## config.mk

```make
export PLATFORM = sky130hd
export DESIGN_NAME = ps2_key_tracker
export DESIGN_NICKNAME = d
export VERILOG_FILES = /design/src/rtl/ps2_key_tracker.sv
export SDC_FILE = /design/constraint.sdc
export NUM_CORES = 1
export LEC_CHECK = 0
export BUFFER_PORTS_ARGS = -buffer_cell sky130_fd_sc_hd__buf_2
export CAP_MARGIN = 20
export CORE_MARGIN = 5
export CORE_UTILIZATION = 35
export CTS_BUF_LIST = sky130_fd_sc_hd__clkbuf_8
export DETAILED_ROUTE_END_ITERATION = 6
export PLACE_DENSITY_LB_ADDON = 0.25
export SLEW_MARGIN = 20
export SYNTH_ARGS = -nofsm -noshare
export SYNTH_HDL_FRONTEND = slang
export SYNTH_SLANG_ARGS = --single-unit
export TNS_END_PERCENT = 20
```

## constraint.sdc

```tcl
create_clock -name clock_fpga -period 3.5 [get_ports clock_fpga]
set_clock_uncertainty 0.2 [all_clocks]
set_input_delay 1.05 -clock clock_fpga [delete_from_list [all_inputs] [get_ports clock_fpga]]
set_output_delay 1.05 -clock clock_fpga [all_outputs]
set_load 0.02 [all_outputs]
```

## src/rtl/ps2_key_tracker.sv

```systemverilog
// PS/2 set-2 scancode sequencer: tracks ten held game keys, emits press/release events and start/restart pulses.
// Outputs are registered, one cycle after the strobe cycle; a watchdog abandons stalled E0/F0 prefixes.
module ps2_key_tracker #(
    parameter int TIMEOUT_CYCLES = 1_000_000
) (
    input  logic       clock_fpga,
    input  logic       reset,
    input  logic [7:0] code_in,
    input  logic       code_valid,
    input  logic       clear_keys,
    output logic [9:0] keys_held,
    output logic       key_event,
    output logic [3:0] event_key,
    output logic       event_make,
    output logic       start_pulse,
    output logic       restart_pulse,
    output logic       seq_error
);

    localparam int CW = (TIMEOUT_CYCLES > 1) ? $clog2(TIMEOUT_CYCLES) : 1;
    localparam logic [CW-1:0] CNT_LAST = CW'(TIMEOUT_CYCLES - 1);

    typedef enum logic [1:0] {IDLE, EXT, BRK, EXT_BRK} state_t;

    state_t        state, state_nx;
    logic [CW-1:0] cnt, cnt_nx;
    logic          code_valid_d;
    logic          byte_stb;
    logic          is_make, is_ext;
    logic          hit;
    logic [3:0]    idx;
    logic [9:0]    keys_nx;
    logic          ev_nx, mk_nx, err_nx;
    logic [3:0]    ek_nx;

    assign byte_stb = code_valid & ~code_valid_d;
    assign is_make  = (state == IDLE) || (state == EXT);
    assign is_ext   = (state == EXT)  || (state == EXT_BRK);

    // Extended and plain codes share byte values, so the prefix selects the table.
    always_comb begin
        hit = 1'b0;
        idx = 4'd0;
        if (!is_ext) begin
            case (code_in)
                8'h76: begin hit = 1'b1; idx = 4'd0; end
                8'h29: begin hit = 1'b1; idx = 4'd1; end
                8'h1D: begin hit = 1'b1; idx = 4'd2; end
                8'h1C: begin hit = 1'b1; idx = 4'd3; end
                8'h1B: begin hit = 1'b1; idx = 4'd4; end
                8'h23: begin hit = 1'b1; idx = 4'd5; end
                default: ;
            endcase
        end else begin
            case (code_in)
                8'h75: begin hit = 1'b1; idx = 4'd6; end
                8'h72: begin hit = 1'b1; idx = 4'd7; end
                8'h6B: begin hit = 1'b1; idx = 4'd8; end
                8'h74: begin hit = 1'b1; idx = 4'd9; end
                default: ;
            endcase
        end
    end

    always_comb begin
        state_nx = state;
        cnt_nx   = cnt;
        keys_nx  = keys_held;
        ev_nx    = 1'b0;
        ek_nx    = event_key;
        mk_nx    = event_make;
        err_nx   = 1'b0;
        if (clear_keys) begin
            state_nx = IDLE;
            cnt_nx   = '0;
            keys_nx  = '0;
        end else if (byte_stb) begin
            cnt_nx = '0;
            if (code_in == 8'hE0) begin
                err_nx   = (state != IDLE);
                state_nx = EXT;
            end else if (code_in == 8'hF0) begin
                if (state == IDLE) begin
                    state_nx = BRK;
                end else if (state == EXT) begin
                    state_nx = EXT_BRK;
                end else begin
                    err_nx   = 1'b1;
                    state_nx = BRK;
                end
            end else begin
                state_nx = IDLE;
                // Typematic repeats and releases of unheld keys fall through silently.
                if (hit && (is_make != keys_held[idx])) begin
                    keys_nx[idx] = is_make;
                    ev_nx        = 1'b1;
                    ek_nx        = idx;
                    mk_nx        = is_make;
                end
            end
        end else if (state != IDLE) begin
            if (cnt == CNT_LAST) begin
                state_nx = IDLE;
                cnt_nx   = '0;
                err_nx   = 1'b1;
            end else begin
                cnt_nx = cnt + 1'b1;
            end
        end
    end

    // code_valid_d follows the input even through reset, so a byte still
    // presented when reset releases is not mistaken for a fresh one.
    always_ff @(posedge clock_fpga) begin
        code_valid_d <= code_valid;
        if (reset) begin
            state         <= IDLE;
            cnt           <= '0;
            keys_held     <= '0;
            key_event     <= 1'b0;
            event_key     <= 4'd0;
            event_make    <= 1'b0;
            start_pulse   <= 1'b0;
            restart_pulse <= 1'b0;
            seq_error     <= 1'b0;
        end else begin
            state         <= state_nx;
            cnt           <= cnt_nx;
            keys_held     <= keys_nx;
            key_event     <= ev_nx;
            event_key     <= ek_nx;
            event_make    <= mk_nx;
            start_pulse   <= ev_nx & mk_nx & (ek_nx == 4'd1);
            restart_pulse <= ev_nx & mk_nx & (ek_nx == 4'd0);
            seq_error     <= err_nx;
        end
    end

endmodule

```

==> run_results.csv <==
group,metric,value,unit
status,outcome,"complete, no violations",
worst_hold_path,min_from,"cnt[19]",
flow_run,maxCapViolations,0,
logic_synthesis,synthTopCellsByArea,"dfxtp_1 35%, nor2_1 5.3%, xor2_1 4.0%, xnor2_1 2.9%, nand2_1 2.8%",
setup_path,arrival,3.46,ns
die,rows,30,
power_and_ir_drop,p_leak,1.17,nW
die,core_area,0.00672,mm^2
power_and_ir_drop,p_seq_share,46.5,%
timing,period_minus_slack,3.47,ns
clocking,clk_latency,0.29,ns
global_route,grt.total_usage,13.8,%
routing,remaining_drc_errors,0,
clocking,cts_tree,"built",
global_route,grt_pass1_wl,9720,um
logic_synthesis,ys.flop_type,"dfxtp_1",
die,die_w,92.6,um
logic_synthesis,seq_area_frac_synth,35.2,%
die,start_util,35.5,%
setup_path,crit_type,"input pin to flop",
routing,routed-via-count,2279,
logic_synthesis,synth-edff-count,0,
setup_path,cp-start-kind,"input pin",
power_and_ir_drop,power,1.04,mW
power_and_ir_drop,comb_power_share,7.9,%
clocking,root_buffer,"clkbuf_8",
final_layout,design_area,0.00310,mm^2
place,dp_slack,-0.281,ns
timing,fin_ws,0.0292,ns
place,place_area,0.00292,mm^2
clocking,clock-sinks,42,
final_layout,synthToLayoutAreaGrowth,29.6,%
logic_synthesis,synth_area_per_cell,8.44,um^2
logic_synthesis,synth_cells,283,
routing,drtAntennaViolNets,0,
final_layout,layout_commonest_cell,"buf_4",
clocking,clockBufferDepth,2,
die,fp.dieH,92.6,um
global_route,grt_pass1_vias,2150,
timing,worst_slew_pin_slew,0.521,ns
routing,wl_per_cell,13.9,um
logic_synthesis,syn_area,0.00239,mm^2
routing,drt_iter0_drc,110,
routing,vias_per_cell,5.32,
logic_synthesis,yosys.area.top_type_share,35.2,%
clocking,cts_made_buffers,5,
logic_synthesis,yosys_register_bits,42,
clocking,postCtsHoldBufs,0,
setup_path,end_kind,"flop",
timing,max_freq,0.288,GHz
die,dieArea,0.00858,mm^2
clocking,htreeDepth,2,
logic_synthesis,synth_top_area_cell,"dfxtp_1",
final_layout,fin_cells,428,
timing,setup_viol_count_final,0,
final_layout,post-route-util,46.1,%
routing,finalWirelength,5950,um
final_layout,diodes,0,
final_layout,nets,360,
timing,slew_violations,0,
setup_path,crit_fanout,10,
power_and_ir_drop,clockPowerShare,45.6,%
power_and_ir_drop,p_sw_share,20.5,%
timing,post-route-period-util,99.2,%
global_route,antenna_found_initial,0,
power_and_ir_drop,power_density,334,mW/mm^2
die,ios,31,
place,io_buffer_count,30,
worst_hold_path,holdPathStages,2,
worst_hold_path,hold_end,"cnt[19]",
final_layout,drive_gt1_share,28.4,%
timing,hold_viol,0,
logic_synthesis,synth-async-reset-ratio,0,%
place,dp_hpwl,4430,um
logic_synthesis,synth_nets,296,
power_and_ir_drop,p_int,823,uW
worst_hold_path,min_path_type,"flop to flop",
routing,firstDrtPassIters,4,
power_and_ir_drop,ir_drop,0.207,mV
setup_path,reg2regPathDepth,8,
global_route,grt_max_degree,21,
global_route,overflow,0,
setup_path,r2r-end,"event_key[2]",
clocking,clk_pin_slew,0.09,ns
logic_synthesis,ys_warn_count,0,
place,dp_cells,420,
setup_path,ff2ff_setup_slack,0.65,ns
logic_synthesis,synthDistinctLibCells,57,
timing,slew-limit-headroom,65.0,%
final_layout,final_cell_mix,"44 x buf_4, 42 x dfxtp_1, 34 x nor2_1",
timing,rsz0062_at_grt,"true",
place,place_congestion,0.781,
setup_path,worst_ep_required_time,3.49,ns
power_and_ir_drop,p_switching,212,uW
setup_path,r2r-start,"state[0]",
[what timing repair did]
| action | 4_1_cts | 5_1_grt |
|---|---|---|
| buffers inserted | 0 | 0 |
| endpoints found under the setup margin | 0 | 9 |
| gates resized for setup | 0 | 5 |
[power by group through the flow]
stage                     Sequential, mW  Clock (mW)  Combinational (mW)
after floorplan                    0.494           0              0.0383
after global placement             0.492           0              0.0788
after detailed placement           0.493           0              0.0795
after CTS                          0.481       0.485              0.0797
after global routing               0.482       0.506              0.0890
final                              0.482       0.472              0.0817
[cells in the mapped netlist, drive strengths merged (5+ instances only)]
cell type	n
nor4	5
nor2	34
dfxtp	42
a21oi	9
nand3	10
nand2	18
mux2i	6
o21ai	14
clkbuf	10
buf	7
nor3	12
nor2b	6
xor2	11
inv	6
or3	5
xnor2	8
[final cells by class]
cell class                 instances  area (um^2)
inverter                           6         22.5
timing repair buffer              75          500
tap                               80          100
fill                             657         3620
clock inverter                     2         60.1
multi-input combinational        217         1490
clock buffer                       6         82.6
sequential                        42          841
[routing by layer]
layer  track usage, %  share of wire (%)
met1             17.0                 45
met3             3.33                3.6
met5                0                  0
met2             24.5                 51
met4             2.93               0.35
[logic make-up (layout without fill, tap and decap cells)]
logic type,count (synthesis),count (layout),share of synthesized area [%]
simple gates,133,133,31.8
fa+ha+maj,1,1,0.524
buf+inv,24,89,4.92
xor+xnor,19,19,6.97
mux,10,10,4.40
compound gates,54,54,16.2
flops,42,42,35.2
[worst max-delay path, stage by stage]
cell and delay, ns:
buf_2 0.16, or3b_1 0.41, a211o_1 0.32, a2111oi_4 0.32, o41ai_2 0.17, or3_1 0.35, or4_1 0.42, a32o_1 0.27
[metrics by stage]
stage | hold WS [ns] | setup TNS [ns]
floorplan | 0.258 | -0.724
global placement | 0.268 | -2.07
detailed placement | 0.283 | -2.50
CTS | 0.296 | 0
global route | 0.330 | -0.348
finish | 0.293 | 0
[sequential cells by signal, indices dropped and copies added (netlist names)]
register       cells
cnt               20
keys_held         10
event_key          4
state              2
code_valid_d       1
event_make         1
key_event          1
restart_pulse      1
seq_error          1
start_pulse        1
[worst max path at each step]
stage | to | startpoint | cells after the start
final | keys_held[2] | code_in[2] | 8
after global routing | keys_held[6] | code_in[2] | 8
after CTS | keys_held[2] | code_in[2] | 8
after detailed placement | keys_held[2] | code_in[2] | 8
after global placement | event_key[2] | code_in[0] | 11
after floorplan | event_key[0] | code_in[2] | 10
Note: power is estimated with default switching activity, not from simulation.
